### src/rtl/edge_event_if.sv
// -----------------------------------------------------------------------------
// edge_event_if
// Bundles the per-row detect input and the event output handshake of
// edge_event_reporter.
//   detect_valid / detect : per-row edge flags from the detector pipeline
//   event_valid / event_ready / event_row / event_time : event FIFO head
//   overflow              : sticky "an event was lost" flag
//   event_count / drop_count : statistics, present only when the
//                              EDGE_EVENT_STATS_EN macro is defined
// Modports: master = producer/consumer side (testbench, host),
//           slave  = edge_event_reporter itself.
// -----------------------------------------------------------------------------
interface edge_event_if #(
    parameter int PIXEL_HEIGHT = 5,
    parameter int TS_WIDTH     = 16,
    parameter int ROW_W        = (PIXEL_HEIGHT > 1) ? $clog2(PIXEL_HEIGHT) : 1
);
    logic                    detect_valid;
    logic [PIXEL_HEIGHT-1:0] detect;
    logic                    event_valid;
    logic                    event_ready;
    logic [ROW_W-1:0]        event_row;
    logic [TS_WIDTH-1:0]     event_time;
    logic                    overflow;
`ifdef EDGE_EVENT_STATS_EN
    logic [15:0]             event_count;
    logic [7:0]              drop_count;

    modport master (
        output detect_valid, detect, event_ready,
        input  event_valid, event_row, event_time, overflow,
        input  event_count, drop_count
    );
    modport slave (
        input  detect_valid, detect, event_ready,
        output event_valid, event_row, event_time, overflow,
        output event_count, drop_count
    );
`else
    modport master (
        output detect_valid, detect, event_ready,
        input  event_valid, event_row, event_time, overflow
    );
    modport slave (
        input  detect_valid, detect, event_ready,
        output event_valid, event_row, event_time, overflow
    );
`endif
endinterface

### src/rtl/edge_event_reporter.sv
// -----------------------------------------------------------------------------
// edge_event_reporter
// Turns 0->1 transitions of per-row detect flags into timestamped events.
// Each rise is parked in a per-row pending slot, the lowest pending row is
// moved into the event FIFO once per cycle, and a per-row hold-off window
// swallows further rises after an event has been queued.
// Ports:
//   clock   : system clock, rising edge
//   reset_n : asynchronous active-low reset
//   ev      : edge_event_if.slave (detect input, event handshake, overflow)
// Optional feature macro: EDGE_EVENT_STATS_EN adds saturating event_count and
// drop_count outputs on the interface.
// -----------------------------------------------------------------------------
module edge_event_reporter #(
    parameter int PIXEL_HEIGHT = 5,
    parameter int HOLDOFF      = 8,
    parameter int FIFO_DEPTH   = 4,
    parameter int TS_WIDTH     = 16
) (
    input  logic        clock,
    input  logic        reset_n,
    edge_event_if.slave ev
);
    localparam int ROW_W   = (PIXEL_HEIGHT > 1) ? $clog2(PIXEL_HEIGHT) : 1;
    localparam int HOLD_W  = (HOLDOFF > 0) ? $clog2(HOLDOFF + 1) : 1;
    localparam int PTR_W   = $clog2(FIFO_DEPTH);
    localparam int CNT_W   = PTR_W + 1;
    localparam int ENTRY_W = ROW_W + TS_WIDTH;
    localparam logic [HOLD_W-1:0] HOLD_LOAD = HOLD_W'(HOLDOFF);
    localparam logic [CNT_W-1:0]  FULL_CNT  = CNT_W'(FIFO_DEPTH);

    logic [TS_WIDTH-1:0]     ts_q, ts_d;
    logic [PIXEL_HEIGHT-1:0] prev_q, prev_d;
    logic [PIXEL_HEIGHT-1:0] pending_q, pending_d;
    logic [TS_WIDTH-1:0]     pts_q [PIXEL_HEIGHT];
    logic [TS_WIDTH-1:0]     pts_d [PIXEL_HEIGHT];
    logic [HOLD_W-1:0]       hold_q [PIXEL_HEIGHT];
    logic [HOLD_W-1:0]       hold_d [PIXEL_HEIGHT];
    logic [ENTRY_W-1:0]      mem_q [FIFO_DEPTH];
    logic [ENTRY_W-1:0]      mem_d [FIFO_DEPTH];
    logic [PTR_W-1:0]        wr_ptr_q, wr_ptr_d, rd_ptr_q, rd_ptr_d;
    logic [CNT_W-1:0]        mem_cnt_q, mem_cnt_d;
    logic                    out_valid_q, out_valid_d;
    logic [ROW_W-1:0]        out_row_q, out_row_d;
    logic [TS_WIDTH-1:0]     out_time_q, out_time_d;
    logic                    overflow_q, overflow_d;

    logic [PIXEL_HEIGHT-1:0] rise_s, clear_s, drop_s;
    logic                    full_s, found_s, push_s, pop_s, load_s;
    logic [ROW_W-1:0]        push_row_s;
    logic [TS_WIDTH-1:0]     push_ts_s;

    // Rise detection, lowest-row selection and per-row pending/hold-off rules
    always_comb begin
        ts_d   = ts_q + TS_WIDTH'(1);
        prev_d = ev.detect_valid ? ev.detect : prev_q;
        rise_s = {PIXEL_HEIGHT{ev.detect_valid}} & ev.detect & ~prev_q;
        // Occupancy counts the output stage too, so "full" is FIFO_DEPTH events
        full_s = ((mem_cnt_q + CNT_W'(out_valid_q)) == FULL_CNT);

        found_s    = 1'b0;
        push_row_s = '0;
        push_ts_s  = '0;
        for (int i = 0; i < PIXEL_HEIGHT; i++) begin
            if (pending_q[i] && !found_s) begin
                found_s    = 1'b1;
                push_row_s = ROW_W'(i);
                push_ts_s  = pts_q[i];
            end else begin
                found_s    = found_s;
            end
        end
        push_s = found_s & ~full_s;

        overflow_d = overflow_q;
        for (int i = 0; i < PIXEL_HEIGHT; i++) begin
            clear_s[i]   = push_s && (push_row_s == ROW_W'(i));
            pending_d[i] = pending_q[i] & ~clear_s[i];
            pts_d[i]     = pts_q[i];
            drop_s[i]    = 1'b0;
            if (clear_s[i]) begin
                hold_d[i] = HOLD_LOAD;
            end else if (hold_q[i] != '0) begin
                hold_d[i] = hold_q[i] - HOLD_W'(1);
            end else begin
                hold_d[i] = hold_q[i];
            end
            // Rises inside the hold-off window are silently swallowed
            if (rise_s[i] && (hold_q[i] == '0)) begin
                if (pending_q[i] && !clear_s[i]) begin
                    drop_s[i] = 1'b1;
                end else if (clear_s[i] && (HOLDOFF > 0)) begin
                    // Coincides with the hold-off load: counts as a rise in hold-off
                    drop_s[i] = 1'b0;
                end else begin
                    pending_d[i] = 1'b1;
                    pts_d[i]     = ts_q;
                end
            end else begin
                drop_s[i] = 1'b0;
            end
        end
        overflow_d = overflow_q | (|drop_s);
    end

    // Event FIFO: storage ring plus a registered head stage feeding the outputs
    always_comb begin
        mem_d  = mem_q;
        pop_s  = out_valid_q & ev.event_ready;
        load_s = (!out_valid_q || pop_s) && (mem_cnt_q != '0);
        if (push_s) begin
            mem_d[wr_ptr_q] = {push_row_s, push_ts_s};
            wr_ptr_d        = wr_ptr_q + PTR_W'(1);
        end else begin
            wr_ptr_d        = wr_ptr_q;
        end
        if (load_s) begin
            rd_ptr_d                 = rd_ptr_q + PTR_W'(1);
            out_valid_d              = 1'b1;
            {out_row_d, out_time_d}  = mem_q[rd_ptr_q];
        end else begin
            rd_ptr_d                 = rd_ptr_q;
            out_valid_d              = out_valid_q & ~pop_s;
            out_row_d                = out_row_q;
            out_time_d               = out_time_q;
        end
        mem_cnt_d = mem_cnt_q + CNT_W'(push_s) - CNT_W'(load_s);
    end

    // State registers
    always_ff @(posedge clock or negedge reset_n) begin
        if (!reset_n) begin
            ts_q        <= '0;
            prev_q      <= '0;
            pending_q   <= '0;
            for (int i = 0; i < PIXEL_HEIGHT; i++) begin
                pts_q[i]  <= '0;
                hold_q[i] <= '0;
            end
            for (int j = 0; j < FIFO_DEPTH; j++) begin
                mem_q[j] <= '0;
            end
            wr_ptr_q    <= '0;
            rd_ptr_q    <= '0;
            mem_cnt_q   <= '0;
            out_valid_q <= 1'b0;
            out_row_q   <= '0;
            out_time_q  <= '0;
            overflow_q  <= 1'b0;
        end else begin
            ts_q        <= ts_d;
            prev_q      <= prev_d;
            pending_q   <= pending_d;
            pts_q       <= pts_d;
            hold_q      <= hold_d;
            mem_q       <= mem_d;
            wr_ptr_q    <= wr_ptr_d;
            rd_ptr_q    <= rd_ptr_d;
            mem_cnt_q   <= mem_cnt_d;
            out_valid_q <= out_valid_d;
            out_row_q   <= out_row_d;
            out_time_q  <= out_time_d;
            overflow_q  <= overflow_d;
        end
    end

    assign ev.event_valid = out_valid_q;
    assign ev.event_row   = out_row_q;
    assign ev.event_time  = out_time_q;
    assign ev.overflow    = overflow_q;

`ifdef EDGE_EVENT_STATS_EN
    logic [15:0] event_count_q, event_count_d;
    logic [7:0]  drop_count_q, drop_count_d;
    logic [8:0]  drop_num_s, drop_sum_s;

    // Saturating statistics; several rows may drop in the same cycle
    always_comb begin
        drop_num_s = 9'd0;
        for (int i = 0; i < PIXEL_HEIGHT; i++) begin
            drop_num_s = drop_num_s + 9'(drop_s[i]);
        end
        drop_sum_s   = {1'b0, drop_count_q} + drop_num_s;
        drop_count_d = (drop_sum_s > 9'h0FF) ? 8'hFF : drop_sum_s[7:0];
        if (pop_s && (event_count_q != 16'hFFFF)) begin
            event_count_d = event_count_q + 16'd1;
        end else begin
            event_count_d = event_count_q;
        end
    end

    // Statistics registers
    always_ff @(posedge clock or negedge reset_n) begin
        if (!reset_n) begin
            event_count_q <= 16'd0;
            drop_count_q  <= 8'd0;
        end else begin
            event_count_q <= event_count_d;
            drop_count_q  <= drop_count_d;
        end
    end

    assign ev.event_count = event_count_q;
    assign ev.drop_count  = drop_count_q;
`endif
endmodule

### src/flat_wrapper.sv
// flat-port wrapper written by rule: the top's interface ports become plain ports
module edge_event_reporter_flat 
#(
    parameter int PIXEL_HEIGHT = 5,
    parameter int HOLDOFF      = 8,
    parameter int FIFO_DEPTH   = 4,
    parameter int TS_WIDTH     = 16
)
  (clock, reset_n, ev_detect_valid, ev_detect, ev_event_ready, ev_event_valid, ev_event_row, ev_event_time, ev_overflow);
  edge_event_if #(.PIXEL_HEIGHT(PIXEL_HEIGHT), .TS_WIDTH(TS_WIDTH)) ev_i ();
  input  logic clock;
  input  logic reset_n;
  input wire logic [$bits(ev_i.detect_valid)-1:0] ev_detect_valid;
  input wire logic [$bits(ev_i.detect)-1:0] ev_detect;
  input wire logic [$bits(ev_i.event_ready)-1:0] ev_event_ready;
  output wire logic [$bits(ev_i.event_valid)-1:0] ev_event_valid;
  output wire logic [$bits(ev_i.event_row)-1:0] ev_event_row;
  output wire logic [$bits(ev_i.event_time)-1:0] ev_event_time;
  output wire logic [$bits(ev_i.overflow)-1:0] ev_overflow;
  assign ev_i.detect_valid = ev_detect_valid;
  assign ev_i.detect = ev_detect;
  assign ev_i.event_ready = ev_event_ready;
  assign ev_event_valid = ev_i.event_valid;
  assign ev_event_row = ev_i.event_row;
  assign ev_event_time = ev_i.event_time;
  assign ev_overflow = ev_i.overflow;
  edge_event_reporter #(.PIXEL_HEIGHT(PIXEL_HEIGHT), .HOLDOFF(HOLDOFF), .FIFO_DEPTH(FIFO_DEPTH), .TS_WIDTH(TS_WIDTH)) u_core (.clock(clock), .reset_n(reset_n), .ev(ev_i));
endmodule
### config.mk
export PLATFORM = sky130hd
export DESIGN_NAME = edge_event_reporter_flat
export DESIGN_NICKNAME = d
export VERILOG_FILES = /design/src/rtl/edge_event_if.sv /design/src/rtl/edge_event_reporter.sv /design/src/flat_wrapper.sv
export SDC_FILE = /design/constraint.sdc
export NUM_CORES = 1
export LEC_CHECK = 0
export CORE_MARGIN = 10
export CORE_UTILIZATION = 57
export CTS_CLUSTER_DIAMETER = 100
export CTS_CLUSTER_SIZE = 12
export DETAILED_ROUTE_END_ITERATION = 10
export DONT_BUFFER_PORTS = 1
export PLACE_DENSITY = 0.75
export SLEW_MARGIN = 10
export SYNTH_ARGS = -nofsm -noshare
export SYNTH_HDL_FRONTEND = slang
export SYNTH_SLANG_ARGS = --single-unit
### constraint.sdc
create_clock -name clock -period 2.75 [get_ports clock]
set_input_delay 0.275 -clock clock [delete_from_list [all_inputs] [get_ports clock]]
set_output_delay 0.275 -clock clock [all_outputs]
set_load 0.03 [all_outputs]
==> Yosys cells after proc, flatten, opt, wreduce, memory -nomap -nowiden <==
Cells that the tools add are included.
{ "classes": {"add_sub_neg": 11, "n_lt_le_gt_ge": 3, "eq_ne": 5, "n_mux": 56, "n_bitwise": 26, "n_reduce_logical": 55} }
{ "ops": {"columns": ["cell", "count"], "rows": [
  ["2-to-1 mux 16 bit", 5],
  ["bitwise mux 76 bit", 1],
  ["2-to-1 mux 19 bit", 3],
  ["2-to-1 mux 4 bit", 10],
  ["binary-select mux 19 bit (select 2 bit)", 1],
  ["demux 19 bit (select 2 bit)", 1],
  ["2-to-1 mux 1 bit", 32],
  ["logical AND 1 bit", 21],
  ["zero test 4 bit", 5],
  ["nonzero test 4 bit", 5],
  ["subtractor 4 x 1 -> 4 bit (second input constant)", 5],
  ["adder 16 x 1 -> 16 bit (second input constant)", 1],
  ["AND reduction 3 bit", 5],
  ["inverter 1 bit", 12],
  ["AND 5 bit", 2],
  ["zero test 1 bit", 10],
  ["nonzero test 2 bit", 5],
  ["2-to-1 mux 3 bit", 3],
  ["AND 1 bit", 8],
  ["adder 3 x 1 -> 3 bit", 2],
  ["equality test 3 x 2 -> 1 bit (second input constant)", 2],
  ["equality test 3 bit (second input constant)", 2],
  [">= comparator 3 bit (second input constant)", 2],
  ["inverter 2 -> 3 bit", 2],
  ["10 further kinds", 11]
]} }
{ "word_totals": {"ff_bits": 230, "input_bits": 9, "out_inout_bits": 21} }

==> Logic depth before layout (Yosys ltp) <==
Gate-level depths: netlist of run 1.
{ "depth": {"depth_word": 21, "mapped_depth": 13, "depth_no_buf": 11} }

==> Worst setup path before layout of run 1 <==
No wires, ideal clock.
{ "synth_path": {"path_type": "reg2reg", "from": "register u_core.out_valid_q (netlist: u_core.ev.event_valid)", "to": "register u_core.mem_cnt_q[2]", "setup_ps": 125, "arrival_ps": 2717, "slack_ps": -92, "stages_incl_launch_ff": 13, "n_path_buf": 1, "cell_sequence": "dfrtp_1 ha_1 ha_1 xnor2_2 or2_0 clkbuf_1 o21ai_1 inv_1 ha_1 inv_1 fa_1 xnor2_1 xnor2_1"} }
{ "synth_via": {"elab_chain_cells": 6, "elab_cells_between_ends": 10} }
{ "synth_lines": {"columns": ["item", "line_no", "text"], "rows": [
  ["from (decl)", "edge_event_reporter.sv:43", "logic out_valid_q, out_valid_d;"],
  ["from (signal assigned)", "edge_event_reporter.sv:160", "out_valid_q <= out_valid_d;"],
  ["adder 3 x 1 -> 3 bit", "edge_event_reporter.sv:59", "full_s = ((mem_cnt_q + CNT_W'(out_valid_q)) == FULL_CNT);"],
  ["equality test 3 bit", "edge_event_reporter.sv:59", null],
  ["inverter 1 bit", "edge_event_reporter.sv:73", "push_s = found_s & ~full_s;"],
  ["AND 1 bit", "edge_event_reporter.sv:73", null],
  ["named net u_core.push_s", "edge_event_reporter.sv:49", "logic full_s, found_s, push_s, pop_s, load_s;"],
  ["adder 3 x 1 -> 3 bit", "edge_event_reporter.sv:127", "mem_cnt_d = mem_cnt_q + CNT_W'(push_s) - CNT_W'(load_s);"],
  ["subtractor 3 x 1 -> 3 bit", "edge_event_reporter.sv:127", null],
  ["named net u_core.mem_cnt_d[2]", "edge_event_reporter.sv:42", "logic [CNT_W-1:0] mem_cnt_q, mem_cnt_d;"],
  ["to (signal assigned)", "edge_event_reporter.sv:159", "mem_cnt_q <= mem_cnt_d;"],
  ["to (decl)", "edge_event_reporter.sv:42", null]
]} }
The timed path passes the listed nets, and every way through them passes these cells.
A chain may end at the register's enable or synchronous reset.

==> Worst setup path in the final report of run 1 <==
{ "layout_path": {"from": "register u_core.out_valid_q (netlist: u_core.ev.event_valid)", "to": "register u_core.mem_cnt_q[1]"} }
The elaborated chain is that of the path after synthesis.

==> impl_results.md, run 1 <==
- Vias post-DR: just under 7k
- Total power per unit cell area: ~1100 nW/um^2
- First-pass GRT wire length: 35.9 mm
- Tot Pwr: roughly 12 mW
- Vias per Instance: 6.17
- CTS root buffer: clkbuf_16
- Die H: 156 um
- Fillers: approximately 1.3k
- Synth top area cells: dfrtp_1 (54%), mux2_2 (11%), mux4_2 (4.1%), nand2_1 (3.6%), o31ai_1 (3.1%)
- WP data required: 3.19 ns
- Crit path buf inv count: 3
- Crit. Startpoint: u_core.ev.event_valid
- Seq/Total Area, Yosys: 0.545
- Skew final: between 0.01 and 0.015 ns
- Grt total ovfl: 0
- Worst EP arrival: around 2.9 ns
- Reg2Reg Depth: 10
- Num Clock Sinks: 230
- Yosys cell types: 54
- Reg2Reg Setup Slack: between 0.3 and 0.4 ns
- DRC violations left: 0
- Maximum vdd drop: 0.473 mV
- CTS H-tree lvls: 1
- Worst hold margin: -0.533 ns
- P_sw: between 4 and 5 mW
- Failing checks: negative hold slack
- Top cell type by total area after synthesis: dfrtp_1
- Synthesized-area fraction occupied by and/or/nand/nor cells: 0.112
- Slowest cell on crit path: dfrtp_2
- Area of the core: ~18000 um^2
- Most frequent cells in the layout: dfrtp_1 (229), nand2_1 (101), mux2_2 (99)
- Hold Path Class: input port to async pin
- FMAX: around 410 MHz
- Total CTS buffers: 23
- RD Place Congestion: around 0.8
- Period utilisation layout: 0.884
- Nets: 890
- Syn nets: 894
- Crit path cell chain: ha_1 -> ha_1 -> or2_2 -> or2_0 -> o21ai_1 -> inv_1 -> ha_1 -> inv_1 -> fa_1 -> inv_1
- WL/cell: about 20 um
- Multiplexer area fraction after synthesis: 0.148
- RSZ-0062 raised after global routing: false
- Clk buf depth: 3
- Setup Viol. Count Final: 0
- Share of cells above drive strength 1: 0.217
- Adder-cell share of the synthesized area: 0.0244
- Maxcap violations: 0
- GRT Util Overall: 0.178
- CP peak stage delay: around 0.41 ns
- Run status: complete, but fails checks
- Mapped Area: ~11000 um^2
- Mapped Avg Cell Area: between 10 and 15 um^2
- Internal: around 7.7 mW
- Asr flop ratio synth: 1.00
- Slew headroom: 0.524
- Row count: 49
- Ys flop type: dfrtp_1
- Initial core utilization: 0.584
- Compound-Gate Fraction of Synth Area: 0.104
- CTS hold repair buffers: 3
- Clock Latency Late Sink: 0.50 ns
- Worst reg2reg endpoint: u_core.mem_cnt_q[1]
- Pre-Repair DR Iteration Count: 5
- Vias in the first global route: 7093
- I/O Pins: 30
- Slew at the pin closest to its max-slew limit: 0.714 ns
- Max Transition Viols Final: 0
- Reg2reg start: u_core.ev.event_valid
- Commonest non-fill, non-tap cell in the layout: dfrtp_1
- Reg power frac: 0.427
- Comb power frac: 0.355
- Cell family with most CP delay: adder cells
- Levels on crit path: 10
- Number of synthesized flops with an enable pin: 0
- Crit Path Class: flip-flop to flip-flop
- Clock-pin slew on the worst setup and hold paths: ~0.06 ns
- P&R area growth vs syn: 7.12%
- N_diodes: 0
- Worst-path fanout max: 3
- Crit start category: flip-flop
- Clock network power share: 0.218
- Synth Instances: 865
- Largest net degree at the start of global routing: around 230
- Synth Area in XOR/XNOR: 0.0214
- DR iter-0 viols: ~400
- Crit path to: u_core.mem_cnt_q[1]
- Full die area: about 24000 um^2
- Post-synthesis register bit count: 230
- Largest family of logic cells by synthesized area: multiplexers
- Final Critical Period: about 2.4 ns
- Endpoint class of the critical path: flip-flop
- Final hold vios: 230
- Switching share of power: 0.369
- Post-Route Setup TNS: 0 ns
- Port Buffer Count: 0
- Ys Warns: 0
- Post-synth top area share: 0.545
- Die Wd: 156 um
- CTS tree: done
- Final WL: around 21 mm
- Initial antenna violation count: 0
- Dpl hpwl: around 14 mm
- Post-DRT Antenna Nets: 0
- Lkg Pwr: roughly 5.1 nW
-- Yosys cell counts (13+ instances only) --
cell type,number
xnor2_1,16
o21ai_0,42
dfrtp_1,230
ha_1,19
clkbuf_1,24
a21oi_1,24
nor2_1,33
nand2_1,101
nand2b_1,17
buf_6,17
o31ai_1,43
mux2_2,99
mux4_2,19
nor3_1,13
o21ai_1,14
inv_1,25
nand3b_1,19
-- registers in the layout (all words and copies together) (netlist names) --
| register | cells |
|---|---|
| u_core.pts_q | 80 |
| u_core.mem_q | 76 |
| u_core.hold_q | 20 |
| u_core.ev.event_time | 16 |
| u_core.ts_q | 16 |
| u_core.pending_q | 5 |
| u_core.prev_q | 5 |
| u_core.ev.event_row | 3 |
| u_core.mem_cnt_q | 3 |
| u_core.rd_ptr_q | 2 |
| u_core.wr_ptr_q | 2 |
| u_core.ev.event_valid | 1 |
| u_core.ev.overflow | 1 |
-- routing by layer --
metal  vias to the layer above  global-route usage  share of wire
met1                      3503               0.221           0.43
met3                        32              0.0320          0.048
met4                         0              0.0463          0.015
met5                         -                   0              0
met2                       135               0.313           0.51
li1                       3055                   -              -
-- cell type report --
| cell class | count | area [um^2] | share of cell area |
|---|---|---|---|
| Multi-Input combinational cell | 549 | 4340 | 0.384 |
| Clock buffer | 24 | 579 | 0.0512 |
| Tap cell | 229 | 287 | 0.0253 |
| Timing Repair Buffer | 32 | 248 | 0.0219 |
| Inverter | 25 | 93.8 | 0.00829 |
| Clock inverter | 1 | 11.3 | 0.000995 |
| Sequential cell | 230 | 5760 | 0.509 |
-- power by group through the flow --
stage                     clock network [mW]  registers (mW)  logic [mW]
after detailed placement                   0            5.25        4.31
after CTS                               2.71            5.20        4.36
after global placement                     0            5.16        4.07
final                                   2.65            5.20        4.32
after floorplan                            0            5.01        3.52
after global routing                    2.83            5.31        4.80
-- worst register-to-register path, cell delays in order (launching register included) --
cell and delay [ns]:
dfrtp_2 0.41, ha_1 0.21, ha_1 0.27, or2_2 0.28, or2_0 0.24, o21ai_1 0.17
inv_1 0.08, ha_1 0.20, inv_1 0.06, fa_1 0.40, inv_1 0.06
-- timing repair --
action,4_1_cts,5_1_grt
resized for setup,0,0
setup buffers,0,0
hold endpoints to repair,236,230
-- cells by family (layout without fill, tap and decap cells) --
group | count (synthesis) | count (layout)
buffers and inverters | 86 | 82
AOI/OAI and AO/OA | 161 | 161
muxes | 120 | 120
DFF | 230 | 230
adders and majority gates | 20 | 20
xor gates and xnor gates | 25 | 25
and+or+nand+nor | 223 | 223
-- worst min path at each step --
stage	startpoint	end	slack, ns	cells after the start
6_report	reset_n	u_core.mem_cnt_q[1]	-0.53	0
5_1_grt	reset_n	u_core.mem_cnt_q[1]	-0.56	0
4_1_cts	reset_n	u_core.mem_cnt_q[2]	-0.54	0
3_5_place_dp	reset_n	u_core.mem_q[73]	-0.01	0
3_3_place_gp	reset_n	u_core.mem_cnt_q[2]	-0.01	0
2_1_floorplan	reset_n	u_core.ev.event_row[0]	-0.02	0
-- stage by stage --
step / cells / cell area [um^2] / worst slack, ns / util / hold slack [ns]
detailed placement: 1062 / 10700 / 0.303 / 0.591 / -0.00996
floorplan: 865 / 10600 / 0.0309 / - / -0.0206
CTS: 1090 / 11300 / 0.292 / 0.626 / -0.543
global placement: 1062 / 10700 / 0.368 / 0.591 / -0.0119
global route: 1090 / 11300 / 0.196 / 0.626 / -0.556
finish: 1090 / 11300 / 0.318 / 0.626 / -0.533
Power figures use the tool's default switching activity.
==> run 2, diff against run 1 <==
Settings changed: SLEW_MARGIN 10 to 20.
==> results of run 2 <==
The final DEF is identical to that of run 1; final timing and power are the same.
==> run 3, diff against run 2 <==
Settings changed: RECOVER_POWER from default to 100.
==> run 3 against run 2 <==
  * The run still ends with negative hold slack left
  * First-iteration DRC count shrank 1.3%
  * Combinational power shrank 3%
  * Sequential cell count is the same
  * Routed wire length is essentially flat
  * Clock skew is essentially flat
  * Sequential share of layout area grew 0.48 points
  * Largest cell class unchanged
==> impl_results.md, run 3 (synthesis results as in run 1) <==
- Setup bufs post-CTS: 0
- Row count: 49
- Clk buf depth: 3
- Most frequent cells in the layout: dfrtp_1 (229), nand2_1 (101), mux2_2 (99)
- Commonest non-fill, non-tap cell in the layout: dfrtp_1
- Slew headroom: 0.259
- Comb power frac: 0.347
- P&R area growth vs syn: 6.12%
- Final Critical Period: about 2.5 ns
- Final WL: approximately 21 mm
- DR iter-0 viols: about 400
- Grt total ovfl: 0
- Vias per Instance: 6.18
- Crit start category: flip-flop
- Die Wd: 156 um
- Dpl hpwl: between 10 and 15 mm
- Post-Route Setup TNS: 0 ns
- Reg2Reg Setup Slack: 0.21 ns
- Slowest cell on crit path: clkbuf_2
- N_diodes: 0
- Skew final: between 0.01 and 0.015 ns
- Max Transition Viols Final: 0
- Fillers: approximately 1.3k
- GRT Util Overall: 0.178
- I/O Pins: 30
- Internal: 7.62 mW
- Run status: complete, but fails checks
- Reg2Reg Depth: 6
- Pre-Repair DR Iteration Count: 5
- CP peak stage delay: ~0.50 ns
- Reg power frac: 0.432
- First-pass GRT wire length: roughly 36 mm
- Crit Path Class: flip-flop to flip-flop
- Endpoint class of the critical path: flip-flop
- Initial core utilization: 0.584
- Switching share of power: 0.365
- Cell family with most CP delay: simple AND/OR/NAND/NOR gates
- Clock network power share: 0.221
- Crit path cell chain: inv_1 -> ha_1 -> or3b_1 -> nor4_1 -> clkbuf_2 -> mux2_2
- Crit path buf inv count: 2
- Metal2 WL: 10.9 mm
- Share of cells above drive strength 1: 0.206
- Post-DRT Antenna Nets: 0
- Clock Latency Late Sink: around 0.50 ns
- Vias post-DR: slightly below 7k
- Die H: approximately 160 um
- Total CTS buffers: 23
- WL met3: 1.13 mm
- Area of the core: approximately 18000 um^2
- Period utilisation layout: 0.924
- Maximum vdd drop: approximately 0.45 mV
- Max reg flops: 80
- CTS root buffer: clkbuf_16
- WP data required: around 3.1 ns
- CTS H-tree lvls: 1
- Tot Pwr: about 12 mW
- Largest net degree at the start of global routing: about 230
- Hold Path Class: input port to async pin
- DRC violations left: 0
- FMAX: 394 MHz
- Vias in the first global route: around 7k
- Worst hold margin: -0.532 ns
- Finished Core Util: 0.620
- WL met1: ~9 mm
- RD Place Congestion: 0.793
- Lkg Pwr: 5.11 nW
- Failing checks: negative hold slack
- Total power per unit cell area: between 1000 and 1500 nW/um^2
- Num Clock Sinks: 230
- Worst-path fanout max: 16
- P_sw: between 4 and 5 mW
- Largest registers: u_core.pts_q (80), u_core.mem_q (76), u_core.hold_q (20)
- Clock-pin slew on the worst setup and hold paths: about 0.06 ns
- Worst EP arrival: about 3 ns
- Final hold vios: around 230
- Worst reg2reg endpoint: u_core.pts_q[7]
- Final cell count without fillers: ~1.1k
- CTS hold repair buffers: 3
- Maxcap violations: 0
- Initial antenna violation count: 0
- Port Buffer Count: 0
- Full die area: 24400 um^2
- Top reg by flops: u_core.pts_q
- Nets: 890
- Slew at the pin closest to its max-slew limit: 1.11 ns
- Setup Viol. Count Final: 0
- Reg2reg start: u_core.hold_q[0]
- RSZ-0062 raised after global routing: false
- CTS tree: done
- Highest Signal Layer: met4
- WL/cell: 19.6 um
- Post-placement cell count: 1062
[run 3: cell count changes in the layout (fill, tap and decap cells not counted), moves of 2 or more]
cell,before,now
o21ai_0,42,54
o21ai_1,14,2
buf_4,29,21
clkbuf_2,0,5
o221ai_1,0,4
clkbuf_1,1,4
nor4_1,1,3
nor4_4,5,3
o221ai_2,2,0
o221ai_4,2,0
[run 3: stage by stage]
step / instance area, um^2 / setup slack, ns
final: 11200 / 0.210
after detailed placement: 10700 / 0.303
after floorplan: 10600 / 0.0309
after CTS: 11300 / 0.292
after global placement: 10700 / 0.368
after global routing: 11200 / 0.109
[run 3: how the worst max path moves through the flow]
stage	cells after the start	endpoint	startpoint
detailed placement	11	u_core.mem_cnt_q[2]	u_core.ev.event_valid
CTS	10	u_core.mem_cnt_q[1]	u_core.ev.event_valid
floorplan	12	u_core.mem_cnt_q[1]	u_core.ev.event_valid
global placement	10	u_core.mem_cnt_q[1]	u_core.ev.event_valid
finish	6	u_core.pts_q[7]	u_core.hold_q[0]
global route	6	u_core.pts_q[10]	u_core.hold_q[0]
[run 3: what timing repair did]
action | in CTS | in global routing
setup endpoints to repair | 0 | 0
endpoints found under the hold margin | 236 | 230
resized for setup | 0 | 0
[run 3: power groups by stage]
stage	Clock [mW]	Sequential, mW	Combinational, mW
after floorplan	0	5.01	3.52
after global placement	0	5.16	4.07
after detailed placement	0	5.25	4.31
after CTS	2.71	5.20	4.36
after global routing	2.83	5.30	4.64
final	2.65	5.19	4.17
[run 3: cell type report]
| type | instances | area [um^2] | area share |
|---|---|---|---|
| Clock buffer | 24 | 579 | 0.0517 |
| Clock inverter | 1 | 11.3 | 0.00100 |
| Inverter | 25 | 93.8 | 0.00837 |
| Multi-Input combinational cell | 549 | 4260 | 0.380 |
| Sequential cell | 230 | 5760 | 0.513 |
| Tap cell | 229 | 287 | 0.0256 |
| Timing Repair Buffer | 32 | 224 | 0.0200 |
[run 3: worst register-to-register path, stage by stage, from the launching register on]
cell and delay [ns]:
dfrtp_1 0.40, inv_1 0.09, ha_1 0.18, or3b_1 0.48, nor4_1 0.36, clkbuf_2 0.50, mux2_2 0.41
[run 3: metal layers]
metal	vias up	track usage
met5	-	0
met4	0	0.0463
met3	28	0.0320
met2	162	0.313
met1	3487	0.221
li1	3057	-
